--- config.mk ---
export PLATFORM = sky130hd
export DESIGN_NAME = ps2_key_encoder
export DESIGN_NICKNAME = d
export VERILOG_FILES = /design/src/rtl/ps2_key_encoder.sv
export SDC_FILE = /design/constraint.sdc
export NUM_CORES = 1
export LEC_CHECK = 0
export ABC_AREA = 1
export BUFFER_PORTS_ARGS = -buffer_cell sky130_fd_sc_hd__buf_4
export CORE_MARGIN = 10
export CORE_UTILIZATION = 65
export CTS_CLUSTER_DIAMETER = 50
export CTS_CLUSTER_SIZE = 24
export DETAILED_ROUTE_END_ITERATION = 8
export GPL_ROUTABILITY_DRIVEN = 0
export PLACE_DENSITY = 0.86
export SETUP_SLACK_MARGIN = 0.2
export SLEW_MARGIN = 10
export SYNTH_ARGS = -nofsm -noshare
export SYNTH_HDL_FRONTEND = slang
export SYNTH_SLANG_ARGS = --single-unit
--- constraint.sdc ---
create_clock -name clk_sys -period 2.25 [get_ports clk_sys]
set_input_delay 0.225 -clock clk_sys [delete_from_list [all_inputs] [get_ports clk_sys]]
set_output_delay 0.225 -clock clk_sys [all_outputs]
set_load 0.005 [all_outputs]
--- src/rtl/ps2_key_encoder.sv ---
// ps2_key_encoder: PS/2 frame receiver emitting ps2_key events; define PS2_NOREPEAT_EN to suppress typematic repeats
module ps2_key_encoder #(
  parameter int FILTER_LEN  = 8,
  parameter int TIMEOUT_CYC = 50000
) (
  input  logic        clk_sys,
  input  logic        I_RESET_N,
  input  logic        ps2_clk,
  input  logic        ps2_data,
  output logic [10:0] ps2_key,
  output logic        frame_err
);
  typedef enum logic [2:0] {IDLE, EXT, BRK, EXT_BRK, SKIP} state_t;
  localparam int FW = $clog2(FILTER_LEN + 1);
  localparam int TW = $clog2(TIMEOUT_CYC + 1);
  localparam logic [FW-1:0] FLT_MAX = FW'(FILTER_LEN - 1);
  localparam logic [TW-1:0] TMO_MAX = TW'(TIMEOUT_CYC - 1);
  logic [1:0]    clk_sync, dat_sync;
  logic          clk_f, fall, frame_ok, byte_valid;
  logic [FW-1:0] flt_cnt;
  logic [TW-1:0] tmo_cnt;
  logic [3:0]    bit_cnt;
  logic [9:0]    shift;
  logic [7:0]    rx_byte;
  state_t        state, state_n;
  logic [2:0]    skip_cnt, skip_n;
  logic          emit, ext, pressed, ignored, suppress;
  // two-flop synchronisers for the asynchronous PS/2 lines
  always_ff @(posedge clk_sys) begin
    if (!I_RESET_N) begin
      clk_sync <= 2'b11;
      dat_sync <= 2'b11;
    end else begin
      clk_sync <= {clk_sync[0], ps2_clk};
      dat_sync <= {dat_sync[0], ps2_data};
    end
  end
  assign fall     = clk_f & ~clk_sync[1] & (flt_cnt == FLT_MAX);
  assign frame_ok = ~shift[0] & dat_sync[1] & (^shift[9:1]);
  // filtered clock flips only after FILTER_LEN consecutive opposite samples
  always_ff @(posedge clk_sys) begin
    if (!I_RESET_N) begin
      clk_f   <= 1'b1;
      flt_cnt <= '0;
    end else if (clk_sync[1] == clk_f) begin
      flt_cnt <= '0;
    end else if (flt_cnt == FLT_MAX) begin
      clk_f   <= ~clk_f;
      flt_cnt <= '0;
    end else begin
      flt_cnt <= flt_cnt + 1'b1;
    end
  end
  // frame shifter with framing/parity check and mid-frame timeout
  always_ff @(posedge clk_sys) begin
    if (!I_RESET_N) begin
      bit_cnt    <= '0;
      shift      <= '0;
      tmo_cnt    <= '0;
      rx_byte    <= '0;
      byte_valid <= 1'b0;
      frame_err  <= 1'b0;
    end else begin
      byte_valid <= 1'b0;
      frame_err  <= 1'b0;
      if (fall) begin
        tmo_cnt <= '0;
        shift   <= {dat_sync[1], shift[9:1]};
        if (bit_cnt == 4'd10) begin
          bit_cnt    <= '0;
          rx_byte    <= shift[8:1];
          byte_valid <= frame_ok;
          frame_err  <= ~frame_ok;
        end else begin
          bit_cnt <= bit_cnt + 4'd1;
        end
      end else if (bit_cnt != 4'd0) begin
        if (tmo_cnt == TMO_MAX) begin
          bit_cnt   <= '0;
          tmo_cnt   <= '0;
          frame_err <= 1'b1;
        end else begin
          tmo_cnt <= tmo_cnt + 1'b1;
        end
      end else begin
        tmo_cnt <= '0;
      end
    end
  end
  // prefix state register
  always_ff @(posedge clk_sys) begin
    if (!I_RESET_N) begin
      state    <= IDLE;
      skip_cnt <= '0;
    end else begin
      state    <= state_n;
      skip_cnt <= skip_n;
    end
  end
  assign ext     = (state == EXT) || (state == EXT_BRK);
  assign pressed = !((state == BRK) || (state == EXT_BRK));
  assign ignored = rx_byte inside {8'h00, 8'hAA, 8'hEE, 8'hFA, 8'hFE, 8'hFF};
  // prefix next-state and event decision on each valid byte
  always_comb begin
    state_n = state;
    skip_n  = skip_cnt;
    emit    = 1'b0;
    if (byte_valid) begin
      if (state == SKIP) begin
        skip_n  = skip_cnt - 3'd1;
        state_n = (skip_cnt == 3'd1) ? IDLE : SKIP;
      end else if (rx_byte == 8'hE0) begin
        state_n = (state == IDLE) ? EXT : (state == BRK) ? EXT_BRK : state;
      end else if (rx_byte == 8'hF0) begin
        state_n = (state == IDLE) ? BRK : (state == EXT) ? EXT_BRK : state;
      end else if (state == IDLE && rx_byte == 8'hE1) begin
        state_n = SKIP;
        skip_n  = 3'd7;
      end else if (!(state == IDLE && ignored)) begin
        emit    = 1'b1;
        state_n = IDLE;
      end
    end
  end
`ifdef PS2_NOREPEAT_EN
  logic [8:0] last_make;
  logic       last_vld;
  assign suppress = pressed & last_vld & (last_make == {ext, rx_byte});
  // remember the last make so a repeated identical make is dropped
  always_ff @(posedge clk_sys) begin
    if (!I_RESET_N) begin
      last_make <= '0;
      last_vld  <= 1'b0;
    end else if (emit) begin
      if (pressed) begin
        last_make <= {ext, rx_byte};
        last_vld  <= 1'b1;
      end else begin
        last_vld <= 1'b0;
      end
    end
  end
`else
  assign suppress = 1'b0;
`endif
  // event output; bit 10 toggles once per emitted event
  always_ff @(posedge clk_sys) begin
    if (!I_RESET_N) ps2_key <= '0;
    else if (emit && !suppress) ps2_key <= {~ps2_key[10], pressed, ext, rx_byte};
  end
endmodule

==> results.cfg, run 1 <==
[run_status]
status = finished clean

[routing]
drt-wirelength-per-cell_um = 12.1
vias = 2789
vias_per_cell = 5.30
antenna_left = 0
routed_wl_um = 6370
dr.first_iter.drc_count = 162
drc = 0
first_pass_iters = 5

[synth]
yosysWarnings = 0
synth_area_per_cell_um2 = 7.52
yosysTopAreaCellShare_pct = 39.9
async_flop_share_pct = 0
postSynthCellCount = 440
syn-cell-area_mm2 = 0.00331
yosys-top-cells-area = dfxtp_1, nand2_1, nor2_1
synth_top_area_cell = dfxtp_1
post_synth_num_cell_types = 37
ys.flop_type = dfxtp_1
synth_seq_cells = 66
ys_seq_area_share_pct = 39.9
synth_edf_count = 0
synth_fp_nets = 452

[setup_path]
rr_worst_depth = 9
critical_path_required_ns = 2.54
cp.arrival_ns = 2.07
worst_setup_path_end_kind = flop
critPathMaxFanout = 16
critPathKind = flop to flop
start_kind = flop

[placement]
hpwl_um = 4370
detailedPlace.worstSlack_ns = 0.416
place_inst = 511
port-buffer-count = 15

[floorplan]
dieWidth_um = 91.3
core-area_mm2 = 0.00482
die_y_um = 91.3
dieArea_mm2 = 0.00834
ioPinCount = 16
initial_core_util_pct = 68.7
rows = 25

[clock_network]
path_clk_slew_ns = 0.07
clock_latency_ns = 0.35
clockBufferDepth = 2
numCtsBuffers = 9
cts_tree = yes
root_buffer = clkbuf_8
cts_sinks = 66
ctsHoldBuffers = 0
htree_levels = 3

[power]
peakVddDrop_mv = 0.404
powerDensity_mw_per_mm2 = 616
leakagePower_nw = 1.40

[global_route]
grt_max_degree = 35
grtUsageTotal_pct = 15.7
grt_pass1_vias = 2584
antenna_found_initial = 0
grt_pass1_wl_um = 11200
grt.overflow.total = 0

[hold_path]
holdPathStages = 2
holdCritPathClass = primary input to flop

[timing]
fmax_mhz = 560
setup_violations = 0
worst_pin_slew_ns = 0.450
slew_violations = 0
fin_crit_sh_pct = 79.3
period_minus_slack_ns = 1.78
rsz0062_at_grt = no
slew_headroom_pct = 70.0
setup_slack_ns = 0.466
finalHoldViolations = 0
clock_skew_ns = 0.00703
holdWs_ns = 0.0637
finalSetupTns_ns = 0

[cells_and_area]
antenna_cells = 0
drive_gt1_share_pct = 18.3
fillerInstances = 380
syn2layout_area_growth_pct = 9.53
instances_no_fill = 526
finalNetCount = 467

[flow_run]
drv_cap = 0
[critical path, cell delays in order, from the launching register on]
cell     delay, ns
dfxtp_1       0.34
ha_1          0.23
nand2_1       0.07
inv_1         0.05
nand2_1       0.14
nor2_1        0.10
nand2_1       0.08
nand4_2       0.35
a21o_1        0.29
nor2_1        0.07
[final cells by class]
type / count / area, um2 / share of cell area, %
clock buffers: 13 / 169 / 4.66
clock inverters: 2 / 35.0 / 0.967
inverters: 57 / 214 / 5.90
multi-input cells: 305 / 1680 / 46.4
flip-flops and latches: 66 / 1320 / 36.5
well taps: 67 / 83.8 / 2.31
repair buffers: 16 / 120 / 3.31
[cells by family (layout without fill, tap and decap cells)]
| logic type | count (synthesis) | after routing | synth area share (%) |
|---|---|---|---|
| compound gates | 69 | 69 | 12.4 |
| xor+xnor | 11 | 11 | 2.91 |
| fa+ha+maj | 8 | 8 | 3.03 |
| buf+inv | 69 | 88 | 9.49 |
| flops | 66 | 66 | 39.9 |
| simple gates | 217 | 217 | 32.2 |
[power by group]
part | internal, W | total [W] | switching (W)
clock | 0.000595 | 0.00103 | 0.000431
combinational | 0.0000112 | 0.0000324 | 0.0000212
sequential | 0.00117 | 0.00117 | 0.00000103
total | 0.00178 | 0.00223 | 0.000453
[through the flow]
stage | power, W | cell area, um2 | util [%]
floorplan | 0.00123 | 3310 | -
global route | 0.00230 | 3620 | 75.2
detailed placement | 0.00123 | 3410 | 70.8
global placement | 0.00123 | 3410 | 70.8
finish | 0.00223 | 3620 | 75.2
CTS | 0.00223 | 3620 | 75.1
[flip-flops by register name (all words and copies together) (netlist names), 3 cells and up]
| register | cells |
|---|---|
| state | 3 |
| tmo_cnt | 16 |
| bit_cnt | 4 |
| rx_byte | 8 |
| shift | 10 |
| flt_cnt | 4 |
| ps2_key | 11 |
| skip_cnt | 3 |
[worst paths after layout]
| check | start | endpoint | slack, ns |
|---|---|---|---|
| setup / recovery | tmo_cnt[0]$_SDFF_PP0_ | tmo_cnt[11]$_SDFF_PP0_ | 0.47 |
| setup reg to reg | tmo_cnt[0]$_SDFF_PP0_ | tmo_cnt[11]$_SDFF_PP0_ | 0.47 |
| hold / removal | ps2_data | dat_sync[0]$_SDFF_PN1_ | 0.06 |
| hold reg to reg | clk_sync[0]$_SDFF_PN1_ | clk_sync[1]$_SDFF_PN1_ | 0.42 |
[per-layer routing]
metal | wire, um | vias up | global-route usage, %
met5 | 0 | - | 0
met4 | 129 | 0 | 7.18
met3 | 291 | 14 | 5.10
met2 | 3010 | 59 | 25.9
met1 | 2940 | 1265 | 18.2
li1 | - | 1451 | -
[cells in the mapped netlist (2+ instances only)]
master,instances
nand2_1,71
dfxtp_1,66
nor2_1,62
inv_1,49
a21oi_1,24
nand3_1,24
o21ai_0,15
a21oi_2,13
nor3_1,12
nand3_2,11
o21ai_1,9
xor2_1,9
ha_1,8
inv_2,8
buf_6,5
nand4_1,5
or2_2,5
nand2_2,4
nand3b_1,4
nor2_2,4
nor2_4,4
a31oi_1,3
clkbuf_1,3
nor3b_1,3
a211oi_1,2
buf_2,2
nand2_4,2
nor4_1,2
or2_0,2
xnor2_1,2
[cells in the final DEF, fill, tap and decap left out, drive strengths merged]
cell / Yosys / routed
nand3b: 4 / 4
a211oi: 2 / 2
or2: 7 / 7
ha: 8 / 8
o22ai: 1 / 1
a31oi: 3 / 3
a21o: 1 / 1
inv: 57 / 57
nand2: 77 / 77
nor4: 2 / 2
o21ai: 25 / 25
clkbuf: 3 / 13
xor2: 9 / 9
nand4: 6 / 6
xnor2: 2 / 2
nand3: 35 / 35
nor3b: 3 / 3
a21oi: 37 / 37
bufinv: 0 / 1
dfxtp: 66 / 66
buf: 9 / 16
clkinv: 0 / 1
nor3: 12 / 12
nand2b: 1 / 1
nor2: 70 / 70
[repair_timing]
item,CTS,global route
setup endpoints to repair,0,9
buffers inserted,0,0
gates resized for setup,0,2
No activity file was read; power rests on OpenSTA's default activity.
==> run 2: changes to the inputs <==
--- a/config.mk
+++ b/config.mk
@@ -8,12 +8,12 @@
 export ABC_AREA = 1
 export BUFFER_PORTS_ARGS = -buffer_cell sky130_fd_sc_hd__buf_4
 export CORE_MARGIN = 10
-export CORE_UTILIZATION = 65
+export CORE_UTILIZATION = 61
 export CTS_CLUSTER_DIAMETER = 50
 export CTS_CLUSTER_SIZE = 24
 export DETAILED_ROUTE_END_ITERATION = 8
 export GPL_ROUTABILITY_DRIVEN = 0
-export PLACE_DENSITY = 0.86
+export PLACE_DENSITY = 0.81
 export SETUP_SLACK_MARGIN = 0.2
 export SLEW_MARGIN = 10
 export SYNTH_ARGS = -nofsm -noshare
==> constraint.sdc (replaced) <==
create_clock -name clk_sys -period 1.65 [get_ports clk_sys]
set_input_delay 0.165 -clock clk_sys [delete_from_list [all_inputs] [get_ports clk_sys]]
set_output_delay 0.165 -clock clk_sys [all_outputs]
set_load 0.005 [all_outputs]
==> results.cfg, run 2 (synthesis results as in run 1) <==
[power]
combPwrFrac_pct = 1.6
switching_share_pct = 21.5
p_switching_w = 0.000682
powerDensity_mw_per_mm2 = 718
clock_power_share_pct = 48.2
intPower_w = 0.00249
peakVddDrop_mv = 0.584
power_frac_seq_pct = 50.2
leakagePower_nw = 1.75

[cells_and_area]
fin_area_mm2 = 0.00442
biggestRegsByFlops = tmo_cnt (16), ps2_key (11), shift (10)
fillerInstances = 287
layout_commonest_cell = nand2_1
finalNetCount = 507
top_register = tmo_cnt
mostFrequentLayoutCells = nand2_1, nor2_1, dfxtp_1
largest_reg_flops = 16
drive_gt1_share_pct = 38.4
multiInputGateArea_mm2 = 0.00197
antenna_cells = 0
finalCoreUtilization_pct = 85.4
syn2layout_area_growth_pct = 33.5
layout.area.seq_mm2 = 0.00136

[timing]
setup_violations = 0
clock_skew_ns = 0.0123
worst_pin_slew_ns = 0.470
finalSetupTns_ns = 0
fmax_mhz = 632
fin_crit_sh_pct = 95.9
period_minus_slack_ns = 1.58
finalHoldViolations = 0
rsz0062_at_grt = yes
slew_violations = 0
slew_headroom_pct = 68.6
holdWs_ns = 0.00789

[global_route]
antenna_found_initial = 0
grt.overflow.total = 0
grt_pass1_wl_um = 13100
grt_pass1_vias = 2933
grt_max_degree = 20
grtUsageTotal_pct = 18.2

[placement]
port-buffer-count = 15
placed_area_mm2 = 0.00350
hpwl_um = 4360

[floorplan]
ioPinCount = 16
rows = 26
initial_core_util_pct = 64.0
dieWidth_um = 93.6
core-area_mm2 = 0.00517
dieArea_mm2 = 0.00877
die_y_um = 93.6

[setup_path]
critPathTopFamily = buffers and inverters
cp.arrival_ns = 1.84
critPathMaxFanout = 5
cpPeakStageDelay_ns = 0.35
start_kind = flop
critPathKind = flop to flop
critPathBufInv = 4
crit_chain = nor2_1 -> nand2_2 -> inv_2 -> o21ai_2 -> nand3_2 -> nor2_4 -> buf_12 -> buf_12 -> buf_16 -> a21oi_2 -> nor2_1
crit_path_top_delay_cell = dfxtp_2
worst_setup_path_end_kind = flop
critical_path_required_ns = 1.90

[clock_network]
numCtsBuffers = 9
htree_levels = 3
cts_sinks = 66
clock_latency_ns = 0.35
path_clk_slew_ns = 0.08
cts_tree = yes
clockBufferDepth = 2
root_buffer = clkbuf_8

[run_status]
status = finished clean

[routing]
vias = 3176
drc = 0
vias_per_cell = 5.57
dr.first_iter.drc_count = 162
drt-wirelength-per-cell_um = 16.1
antenna_left = 0
first_pass_iters = 4
routed_wl_um = 9170

[flow_run]
drv_cap = 0

[hold_path]
holdCritPathClass = primary input to flop
## run 2: power groups by stage
stage / sequential, W / clock [W] / combinational [W]
6_report: 0.00159 / 0.00153 / 0.0000522
5_1_grt: 0.00159 / 0.00159 / 0.0000566
3_3_place_gp: 0.00164 / 0 / 0.0000447
4_1_cts: 0.00159 / 0.00151 / 0.0000462
3_5_place_dp: 0.00164 / 0 / 0.0000457
2_1_floorplan: 0.00164 / 0 / 0.0000374
## run 2: metrics by stage
stage | total power [W] | cells | setup slack, ns
detailed placement | 0.00168 | 522 | 0.0664
floorplan | 0.00167 | 440 | 0.220
global route | 0.00324 | 570 | -0.00592
CTS | 0.00315 | 561 | 0.125
global placement | 0.00168 | 522 | 0.146
finish | 0.00317 | 570 | 0.0669
## run 2: timing repair
item,4_1_cts,5_1_grt
gates cloned,5,3
buffers inserted,18,6
resized for setup,35,77
hold buffers,0,0
pin swaps,31,22
endpoints found under the setup margin,34,57
## run 2: worst paths after layout
| kind | startpoint | to | slack [ns] | cells past startpoint |
|---|---|---|---|---|
| setup / recovery | rx_byte[0]$_SDFFE_PN0P_ | ps2_key[0]$_SDFFE_PN0P_ | 0.07 | 11 |
| hold / removal | ps2_clk | clk_sync[0]$_SDFF_PN1_ | 0.008 | 2 |
| setup reg to reg | rx_byte[0]$_SDFFE_PN0P_ | ps2_key[0]$_SDFFE_PN0P_ | 0.07 | 11 |
| hold reg to reg | dat_sync[0]$_SDFF_PN1_ | dat_sync[1]$_SDFF_PN1_ | 0.42 | 1 |
## run 2: layout make-up
type                       count  share of cell area, %
inverter                      57                   5.01
timing repair buffer          52                   12.4
clock inverter                 6                   1.81
clock buffer                  10                   3.12
multi-input combinational    308                   44.7
timing repair inverter         1                  0.170
sequential                    66                   30.8
tap                           70                   1.98
## run 2: metal layers
metal  up-vias  track usage, %  wire (um)  part of all wire, %
li1       1540               -          -                    -
met1      1488            19.1       3470                   38
met2       117            33.3       4900                   53
met3        31            3.68        434                  4.7
met4         0            9.75        367                  4.0
met5         -               0          0                    0
